`src/rtl/intr_pkg.sv`:
```
// intr_pkg: shared sizes, index/vector types and arbiter FSM states for intr_arbiter
package intr_pkg;
  localparam int NINTR = 32;
  localparam int VW = 12;
  typedef logic [4:0] intr_num_t;
  typedef logic [VW-1:0] intr_vec_t;
  typedef enum logic [1:0] {IDLE, REQ, SERV} intr_state_t;
endpackage

```
`src/rtl/prio_enc32.sv`:
```
// prio_enc32: find-first-set over 32 bits, index 0 has highest priority
module prio_enc32 (
  input  logic [31:0] bits,
  output logic        valid,
  output logic [4:0]  idx
);
  // scan from the bottom of the priority order so the lowest set index is written last
  always_comb begin
    valid = |bits;
    idx = '0;
    for (int i = 31; i >= 0; i--) if (bits[i]) idx = 5'(i);
  end
endmodule

```
`src/rtl/intr_arbiter.sv`:
```
// intr_arbiter: sticky pending/mask/in-service interrupt arbiter with vector table and req/ack handshake; INTR_NEST_EN enables nesting
module intr_arbiter #(
  parameter int NINTR = intr_pkg::NINTR,
  parameter int VW = intr_pkg::VW
) (
  input  logic             clk,
  input  logic             reset,
  input  logic [NINTR-1:0] i_irq,
  input  logic             i_mask_we,
  input  logic [NINTR-1:0] i_mask_data,
  input  logic             i_tab_we,
  input  logic [4:0]       i_tab_idx,
  input  logic [VW-1:0]    i_tab_data,
  input  logic             i_ien,
  input  logic             i_ack,
  input  logic             i_eoi,
  output logic             o_req,
  output logic [4:0]       o_num,
  output logic [VW-1:0]    o_vector,
  output logic [NINTR-1:0] o_pending,
  output logic [NINTR-1:0] o_inserv
);
  import intr_pkg::*;
  intr_state_t state, state_n;
  logic [NINTR-1:0] mask, eligible, ack_clr, eoi_clr;
  logic [VW-1:0] tab [NINTR];
  logic win_v, top_v, nest_ok, ack_fire, eoi_fire, withdraw;
  intr_num_t win_idx, top_idx;
  assign eligible = o_pending & ~mask & {NINTR{i_ien}};
  prio_enc32 u_win (.bits(eligible), .valid(win_v), .idx(win_idx));
  prio_enc32 u_top (.bits(o_inserv), .valid(top_v), .idx(top_idx));
  assign ack_fire = state == REQ && i_ack;
  assign withdraw = state == REQ && !i_ack && (!i_ien || mask[o_num]);
  assign eoi_fire = state == SERV && i_eoi && top_v;
  assign ack_clr = ack_fire ? {{(NINTR-1){1'b0}}, 1'b1} << o_num : '0;
  assign eoi_clr = eoi_fire ? {{(NINTR-1){1'b0}}, 1'b1} << top_idx : '0;
`ifdef INTR_NEST_EN
  assign nest_ok = win_v && win_idx < top_idx;
`else
  assign nest_ok = 1'b0;
`endif
  // next state: eoi in SERV takes the cycle, so a nested presentation waits one edge
  always_comb begin
    state_n = state == IDLE ? (win_v ? REQ : IDLE)
            : state == REQ  ? (ack_fire ? SERV : withdraw ? (|o_inserv ? SERV : IDLE) : REQ)
            : eoi_fire      ? (|(o_inserv & ~eoi_clr) ? SERV : IDLE)
            : nest_ok       ? REQ : SERV;
  end
  // state register
  always_ff @(posedge clk) begin
    if (reset) state <= IDLE;
    else state <= state_n;
  end
  // pending/in-service bookkeeping, table/mask writes, and latching of the presented source
  always_ff @(posedge clk) begin
    if (reset) begin
      o_pending <= '0;
      o_inserv <= '0;
      mask <= '0;
      o_req <= 1'b0;
      o_num <= '0;
      o_vector <= '0;
      for (int i = 0; i < NINTR; i++) tab[i] <= '0;
    end else begin
      o_pending <= (o_pending & ~ack_clr) | i_irq;
      o_inserv <= (o_inserv | ack_clr) & ~eoi_clr;
      o_req <= state_n == REQ;
      if (i_mask_we) mask <= i_mask_data;
      if (i_tab_we) tab[i_tab_idx] <= i_tab_data;
      if (state != REQ && state_n == REQ) begin
        o_num <= win_idx;
        o_vector <= tab[win_idx];
      end
    end
  end
endmodule

```
`config.mk`:
```
export PLATFORM = sky130hd
export DESIGN_NAME = intr_arbiter
export DESIGN_NICKNAME = d
export VERILOG_FILES = /design/src/rtl/intr_pkg.sv /design/src/rtl/prio_enc32.sv /design/src/rtl/intr_arbiter.sv
export SDC_FILE = /design/constraint.sdc
export NUM_CORES = 1
export LEC_CHECK = 0
export CORE_ASPECT_RATIO = 1.4
export CORE_MARGIN = 2
export CORE_UTILIZATION = 25
export CTS_CLUSTER_SIZE = 8
export DETAILED_ROUTE_END_ITERATION = 8
export DONT_BUFFER_PORTS = 1
export PLACE_DENSITY = 0.4
export SETUP_SLACK_MARGIN = 0.1
export SLEW_MARGIN = 20
export SYNTH_ARGS = -nofsm -noshare
export SYNTH_HDL_FRONTEND = slang
export SYNTH_SLANG_ARGS = --single-unit
```
`constraint.sdc`:
```
create_clock -name clk -period 8.35 [get_ports clk]
set_input_delay 1.67 -clock clk [delete_from_list [all_inputs] [get_ports clk]]
set_output_delay 1.67 -clock clk [all_outputs]
set_load 0.02 [all_outputs]
```
==> key figures, run 1 <==
Yosys
  • Post-synth top flop: edfxtp_1
  • Syn Area/Cell: 11.3 um^2
  • Netlist cell types: 78
  • Synthesis Warnings: 0
  • Top cell type's share of synthesized area: 0.477
  • Syn_nets: 2,238
  • Sequential area share after synthesis: 0.573
  • Leading area contributor after synthesis: edfxtp_1
  • Register bit total from synthesis: 500
  • Cells after Synth: 2,150
  • Post-synth EDFFs: 384
  • Synthesized area: 24,200 um^2
  • Post-synth ARST share: 0
  • Ranking of synthesized cells by area: edfxtp_1, and2_1, dfxtp_1, mux2i_1, nor2_1
  • Post-synth top cells: and2_1, edfxtp_1, nor2_1
  • Most common cell in the netlist: and2_1

Placed design
  • Placed cell count: 3,261
  • PortBufs: 0
  • GP Congestion: 0.902
  • Dpl hpwl: 63,500 um

Die
  • # rows: 135
  • Die width: 267 um
  • Boundary pin count: 170
  • Chip Height: 372 um
  • Core box area: 96,300 um^2
  • Die area: 99,300 um^2
  • Initial Util: 0.251

Critical path
  • Cells on worst reg2reg path: 10
  • Reg2Reg Setup Slack: 3.04 ns
  • CP Max Fanout: 62
  • Critical path arrival: 5.99 ns
  • Setup CP Type: primary input to flop
  • Worst Setup SP: i_ien
  • Reg2reg start: o_pending[31]
  • Req. time, crit path: 8.89 ns
  • R2r endpoint: o_vector[10]
  • CP endpoint kind: flop
  • Crit start category: primary input

Clock tree
  • Clock transition at path regs: 0.05 ns
  • Worst-Skew Late Latency: 0.62 ns
  • Clock root cell: clkbuf_16
  • TritonCTS clock tree: built
  • CTS resizes: 0
  • Hold-fix buffers at CTS: 0
  • Clock buffer depth: 3
  • Sink Count: 500
  • Total CTS buffers: 72
  • H-tree Lvls: 3
  • Postcts setup bufs: 0

Status
  • Status: finished, final reports clean

Drt
  • Post-Route WL: 91,300 um
  • DRT Pass-1 Iters: 5
  • DR DRC count: 0
  • Vias/cell: 5.04
  • DR vias: 17,010
  • Final ANT Viol Nets: 0
  • Routed WL per cell: 27.1 um
  • Initial drt markers: 1,109

Flow run
  • Max-capacitance violation count: 0

Global route
  • Antenna violations before repair: 3
  • Largest net degree at the start of global routing: 143
  • Total grt overflow: 0
  • GRT Total Usage: 0.183
  • Vias in the first global route: 17,472
  • First-pass GRT wire length: 130,000 um

Hold path
  • Hold EP: o_num[1]
  • Worst hold stages: 2
  • HP Start: o_num[1]
  • HP Class: flop to flop

Final layout
  • Filler cells: 9,947
  • Share of cells above drive strength 1: 0.0958
  • Fin cells: 3,374
  • Nets: 2,190
  • Layout area overhead: 13.4%

STA
  • Worst Tran Pin Value: 1.13 ns
  • Final period util: 0.652
  • Max-slew violation count: 0
  • Hold Slack: 0.497 ns
  • Final setup viols: 0
  • Final Critical Period: 5.45 ns
  • Setup TNS: 0 ns
  • Highest Clock Rate: 184 MHz
  • Final Hold Viols: 0
  • Rel. slew slack: 0.225
  • Clock skew: 0.0379 ns
  • RSZ-0062 raised after global routing: no

Power and ir drop
  • LEAKAGE: 9.58 nW
  • Pwr Density: 240 nW/um^2
  • Max VDD drop: 0.122 mV
## layer usage
layer / share of wire / global-route usage / up-vias
met2: 0.53 / 0.341 / 546
met4: 0.038 / 0.0743 / 0
met5: 0 / 0 / -
met1: 0.38 / 0.203 / 8544
met3: 0.055 / 0.0340 / 131
li1: - / - / 7789
## cell usage in the layout, fill, tap and decap left out, types with 19 or more instances in the layout
cell type / instances
a31oi_1: 20
buf_4: 37
a221o_1: 20
nor2b_1: 42
nand2b_1: 19
inv_1: 37
nand2_1: 142
a21oi_1: 89
a211oi_1: 35
a221oi_1: 39
or2_2: 41
nor3_1: 19
o21ai_0: 20
nor2_1: 163
and2_1: 396
clkbuf_16: 75
clkbuf_1: 34
nand3_1: 34
dfxtp_1: 116
edfxtp_1: 384
mux2i_1: 105
## flip-flops by register name (all words and copies together), names as in the netlist
signal,cells
mask,32
o_inserv,32
o_num,5
o_pending,32
o_req,1
o_vector,12
state,2
tab,384
## report_power, final
part	internal (W)	switching, W	total [W]
registers	0.00282	0.000151	0.00297
clock network	0.00163	0.00111	0.00274
logic	0.000281	0.000596	0.000877
total	0.00474	0.00185	0.00659
## layout make-up
class	count	area, um^2	share of cell area
diodes	2	5.00	0.000182
clock buffers	109	2000	0.0731
clock inverters	2	32.5	0.00119
inverters	37	139	0.00506
multi-input cells	1453	9560	0.349
flip-flops and latches	500	13900	0.505
well taps	1233	1540	0.0562
repair buffers	38	298	0.0109
## cells by family (layout without fill, tap and decap cells)
family                 count (synthesis)  after routing  share of synthesized area
DFF                                  500            500                      0.573
AOI/OAI and AO/OA                    401            401                      0.125
buffers and inverters                197            186                     0.0344
and+or+nand+nor                      919            919                      0.205
muxes                                133            133                     0.0630
other                                  0              2                          0
## worst max path at each step
stage	end	slack (ns)
2_1_floorplan	o_vector[1]	4.39
3_3_place_gp	o_vector[8]	2.54
3_5_place_dp	o_vector[10]	2.29
4_1_cts	o_vector[10]	2.97
5_1_grt	o_vector[10]	2.71
6_report	o_vector[10]	2.90
## critical path, stage by stage
cell	delay (ns)
nand2_1	0.74
o211a_1	0.53
a21o_4	0.73
buf_4	0.70
a2111oi_0	0.24
a2111oi_0	0.98
a211oi_1	0.12
a31oi_1	0.18
## through the flow
| stage | util | worst slack, ns | power (W) | cell area (um^2) |
|---|---|---|---|---|
| floorplan | - | 4.39 | 0.00356 | 24200 |
| global route | 0.285 | 2.71 | 0.00683 | 27400 |
| global placement | 0.264 | 2.54 | 0.00391 | 25400 |
| CTS | 0.285 | 2.97 | 0.00668 | 27400 |
| detailed placement | 0.264 | 2.29 | 0.00391 | 25400 |
| finish | 0.285 | 2.90 | 0.00659 | 27400 |
Note: power is estimated with default switching activity, not from simulation.
==> inputs of run 2 (changes only) <==
PLACE_DENSITY = 0.42   (was 0.4)
clock period = 5 ns   (was 8.35 ns; I/O delays follow)
==> key figures, run 2 (synthesis results as in run 1) <==
STA
  • Final period util: 0.840
  • Setup TNS: 0 ns (unchanged)
  • Final setup viols: 0 (unchanged)
  • Final WS setup: 0.799 ns (-2.10 ns)
  • Max-slew violation count: 0 (unchanged)
  • Clock skew: 0.0297 ns (-0.00820 ns)
  • RSZ-0062 raised after global routing: no
  • Final Critical Period: 4.20 ns
  • Worst Tran Pin Value: 1.07 ns (-0.0627 ns)
  • Hold Slack: 0.484 ns (-0.0131 ns)
  • Highest Clock Rate: 238 MHz
  • Rel. slew slack: 0.268 (+0.0429)
  • Final Hold Viols: 0 (unchanged)

Critical path
  • Critical path arrival: 4.69 ns (-1.30 ns)
  • Setup CP Type: flop to flop
  • CP endpoint kind: flop
  • Req. time, crit path: 5.49 ns (-3.40 ns)
  • Crit start category: flop
  • CP Max Fanout: 43 (-31%)

Final layout
  • Max reg flops: 384 (unchanged)
  • Nets: 2,221 (+1.4%)
  • Layout area overhead: 14.9%
  • Share of cells above drive strength 1: 0.112 (+0.0161)
  • Register with the most flip-flops: tab
  • Commonest non-fill, non-tap cell in the layout: and2_1
  • Final instance area: 27,800 um^2 (+1.3%)
  • Commonest cells after routing, fill and taps aside: and2_1, edfxtp_1, nor2_1
  • Fin cells: 3,405 (+0.92%)

Clock tree
  • Hold-fix buffers at CTS: 0 (unchanged)
  • Total CTS buffers: 74 (+2.8%)
  • Clock root cell: clkbuf_16
  • CTS resizes: 0 (unchanged)
  • Postcts setup bufs: 0 (unchanged)
  • H-tree Lvls: 3 (unchanged)
  • Worst-Skew Late Latency: 0.64 ns (+0.02 ns)
  • TritonCTS clock tree: built
  • Sink Count: 500 (unchanged)
  • Clock transition at path regs: 0.05 ns (about the same)
  • Clock buffer depth: 3 (unchanged)

Status
  • Status: finished, final reports clean

Die
  • Die width: 267 um (unchanged)
  • # rows: 135 (unchanged)
  • Boundary pin count: 170 (unchanged)
  • Initial Util: 0.251 (unchanged)
  • Die area: 99,300 um^2 (unchanged)
  • Chip Height: 372 um (unchanged)
  • Core box area: 96,300 um^2 (unchanged)

Power and ir drop
  • Max VDD drop: 0.228 mV (+86%)
  • Pwr Density: 405 nW/um^2 (+69%)
  • LEAKAGE: 9.80 nW (+2.3%)

Drt
  • Final ANT Viol Nets: 0 (unchanged)
  • DR vias: 17,307 (+1.7%)
  • Routed WL per cell: 27.2 um (+0.44%)
  • Post-Route WL: 92,600 um (+1.4%)
  • Vias/cell: 5.08 (+0.82%)
  • DR DRC count: 0 (unchanged)
  • Initial drt markers: 1,371 (+24%)
  • DRT Pass-1 Iters: 6 (+1)

Global route
  • Vias in the first global route: 17,762 (+1.7%)
  • GRT Total Usage: 0.184 (+0.000910)
  • Largest net degree at the start of global routing: 143 (unchanged)
  • Total grt overflow: 0 (unchanged)
  • Antenna violations before repair: 6 (+3)
  • First-pass GRT wire length: 131,000 um (+1.0%)

Placed design
  • Placed cell count: 3,290 (+0.89%)
  • PortBufs: 0 (unchanged)
  • GP Congestion: 0.920 (+2.0%)
  • Post-DP Area: 25,700 um^2 (+1.1%)
  • Dpl hpwl: 64,600 um (+1.6%)
  • Post-place setup slack: 0.678 ns (-1.62 ns)

Hold path
  • HP Class: primary input to flop

Flow run
  • Max-capacitance violation count: 0 (unchanged)
[run 2: changes by cell type in the layout (fill, tap and decap cells not counted), sizes merged]
cell / change
buf: +29
clkinv: +3
clkbuf: -5
inv: +4
bufinv: +1
diode: -1
[run 2: path summary, 6_finish.rpt]
kind                                    from       endpoint  slack [ns]  depth (start not counted)
worst max-delay path            o_pending[7]    o_vector[5]        0.80                         11
worst max register to register  o_pending[7]    o_vector[5]        0.80                         11
worst min-delay path               i_irq[18]  o_pending[18]        0.48                          2
worst min register to register      mask[31]       mask[31]        0.53                          2
[run 2: worst max-delay path, stage by stage, from the launching register on]
cell	delay [ns]
dfxtp_1	0.48
nor2b_1	0.44
a21oi_1	0.15
o31ai_2	0.49
and3_1	0.57
a21o_4	0.39
buf_12	0.32
buf_12	0.25
nor2_2	0.11
a222oi_1	0.47
or2_1	0.24
a32oi_1	0.11
[run 2: where the power goes]
part	internal (W)	switching, W	total (W)	leakage, nW
logic	0.000508	0.00104	0.00155	4.16
clock network	0.00280	0.00194	0.00473	1.03
registers	0.00472	0.000259	0.00498	4.61
total	0.00802	0.00324	0.0113	9.80
[run 2: stage by stage]
stage,total power (W),utilization
5_1_grt,0.0116,0.289
3_3_place_gp,0.00660,0.266
4_1_cts,0.0114,0.289
6_report,0.0113,0.289
3_5_place_dp,0.00661,0.267
2_1_floorplan,0.00594,-
[run 2: final cells by class]
class / instances / area (um^2)
fill: 9921 / 68500
sequential: 500 / 13900
clock inverter: 10 / 164
tap: 1233 / 1540
antenna: 1 / 2.50
multi-input combinational: 1453 / 9570
clock buffer: 104 / 1970
inverter: 37 / 139
timing repair buffer: 67 / 553
[run 2: per-layer routing]
layer | part of all wire | routed length, um | global-route usage | up-vias
met3 | 0.060 | 5590 | 0.0367 | 145
met5 | 0 | 0 | 0 | -
met2 | 0.53 | 49300 | 0.347 | 606
met1 | 0.37 | 34200 | 0.199 | 8711
li1 | - | - | - | 7845
met4 | 0.038 | 3500 | 0.0739 | 0
==> inputs of run 3 (changes only) <==
clock period = 3.62 ns   (was 5 ns; I/O delays follow)
==> key figures, run 3 (synthesis results as in run 1) <==
Status
  • Status: finished, final reports clean

Clock tree
  • H-tree Lvls: 3 (unchanged)
  • Clock buffer depth: 3 (unchanged)
  • Worst-Skew Late Latency: 0.65 ns (about the same)
  • Total CTS buffers: 73 (-1.4%)
  • Hold-fix buffers at CTS: 0 (unchanged)
  • Clock root cell: clkbuf_16
  • Sink Count: 500 (unchanged)
  • Clock transition at path regs: 0.05 ns (about the same)
  • TritonCTS clock tree: built

Drt
  • DRT Pass-1 Iters: 7 (+1)
  • Vias/cell: 5.04 (-0.86%)
  • DR vias: 17,768 (+2.7%)
  • Routed WL per cell: 26.1 um (-3.9%)
  • Initial drt markers: 1,575 (+15%)
  • Post-Route WL: 92,200 um (-0.47%)
  • Final ANT Viol Nets: 0 (unchanged)
  • DR DRC count: 0 (unchanged)

Critical path
  • Critical path arrival: 3.99 ns (-0.70 ns)
  • CP Max Fanout: 13 (-70%)
  • CP endpoint kind: flop
  • Slowest CP cell: or4_1
  • Reg2Reg Setup Slack: 0.19 ns (-0.60 ns)
  • Crit start category: flop
  • Cell chain of the critical path: nor2b_1, or4_1, o41ai_1, a21oi_1, buf_4, a41oi_2, a311oi_1, a2111oi_2, buf_4, a211oi_1, a31oi_1
  • Crit path max-delay family: compound AO/OA/AOI/OAI gates
  • Setup CP Type: flop to flop
  • Most numerous cell on the critical path: buf_4
  • Buf/Inv on CP: 2 (unchanged)
  • Max stage delay on crit path: 0.58 ns (about the same)
  • Req. time, crit path: 4.18 ns (-1.31 ns)

STA
  • Final Hold Viols: 0 (unchanged)
  • Setup TNS: 0 ns (unchanged)
  • Hold Slack: 0.206 ns (-0.278 ns)
  • Final Critical Period: 3.43 ns (-0.776 ns)
  • RSZ-0062 raised after global routing: no
  • Final period util: 0.946 (+0.106)
  • Worst Tran Pin Value: 0.919 ns (-0.152 ns)
  • Rel. slew slack: 0.386 (+0.118)
  • Clock skew: 0.0267 ns (-0.00301 ns)
  • Final WS setup: 0.195 ns (-0.604 ns)
  • Highest Clock Rate: 292 MHz (+23%)
  • Max-slew violation count: 0 (unchanged)
  • Final setup viols: 0 (unchanged)

Die
  • Core box area: 96,300 um^2 (unchanged)
  • Chip Height: 372 um (unchanged)
  • Initial Util: 0.251 (unchanged)
  • Boundary pin count: 170 (unchanged)
  • Die area: 99,300 um^2 (unchanged)
  • # rows: 135 (unchanged)
  • Die width: 267 um (unchanged)

Power and ir drop
  • Overall power: 0.0158 W (+40%)
  • Max VDD drop: 0.340 mV (+50%)
  • LEAKAGE: 10.4 nW (+6.4%)
  • Pwr Density: 548 nW/um^2 (+35%)

Placed design
  • Dpl hpwl: 64,900 um (+0.54%)
  • GP Congestion: 0.933 (+1.5%)
  • Post-DP Area: 26,600 um^2 (+3.6%)
  • PortBufs: 0 (unchanged)
  • Post-place setup slack: -0.211 ns (-0.888 ns)

Final layout
  • Commonest non-fill, non-tap cell in the layout: and2_1
  • Nets: 2,337 (+5.2%)
  • Register with the most flip-flops: tab
  • Final instance area: 28,800 um^2 (+3.7%)
  • Commonest cells after routing, fill and taps aside: and2_1, edfxtp_1, buf_4
  • Share of cells above drive strength 1: 0.162 (+0.0500)
  • Layout area overhead: 19.2%
  • Max reg flops: 384 (unchanged)

Global route
  • Vias in the first global route: 18,297 (+3.0%)
  • Largest net degree at the start of global routing: 143 (unchanged)
  • First-pass GRT wire length: 132,000 um (+0.51%)
  • GRT Total Usage: 0.184 (+0.000662)
  • Total grt overflow: 0 (unchanged)
  • Antenna violations before repair: 2 (-4)

Flow run
  • Max-capacitance violation count: 0 (unchanged)

Hold path
  • HP Class: primary input to flop
run 3: cell count changes in the layout (fill, tap and decap cells not counted), sizes merged:
cell	change
buf	+117
clkbuf	+5
clkinv	-1
diode	+1
inv	-1
run 3: metal layers:
metal,global-route usage,share of wire,up-vias
met4,0.0821,0.042,2
met1,0.204,0.38,8858
li1,-,-,8090
met3,0.0361,0.058,169
met2,0.340,0.52,649
met5,0,0.00013,-
run 3: what timing repair did:
action | in CTS | in global routing
resized for setup | 12 | 12
setup endpoints to repair | 7 | 10
buffers inserted | 0 | 3
pin swaps | 0 | 1
run 3: layout make-up:
cell class | count | area, um^2
Clock inverter | 8 | 108
Multi-Input combinational cell | 1453 | 9640
Sequential cell | 500 | 13900
Clock buffer | 109 | 2010
Tap cell | 1233 | 1540
Inverter | 37 | 139
Timing Repair Buffer | 184 | 1540
Fill cell | 9832 | 67400
Antenna cell | 2 | 5.00
run 3: through the flow:
step           std cells  utilization
2_1_floorplan       2150            -
4_1_cts             3521        0.299
5_1_grt             3524        0.300
3_3_place_gp        3404        0.276
3_5_place_dp        3404        0.276
6_report            3526        0.300
run 3: final timing paths:
check | start | end | cells after the start
worst max-delay path | o_pending[23] | o_vector[8] | 11
worst min-delay path | i_irq[27] | o_pending[27] | 2
worst max register to register | o_pending[23] | o_vector[8] | 11
worst min register to register | mask[11] | mask[11] | 2
run 3: report_power, final:
| part | leakage [nW] | internal [W] | switching [W] |
|---|---|---|---|
| logic | 4.80 | 0.000909 | 0.00153 |
| registers | 4.61 | 0.00651 | 0.000310 |
| clock network | 1.02 | 0.00389 | 0.00265 |
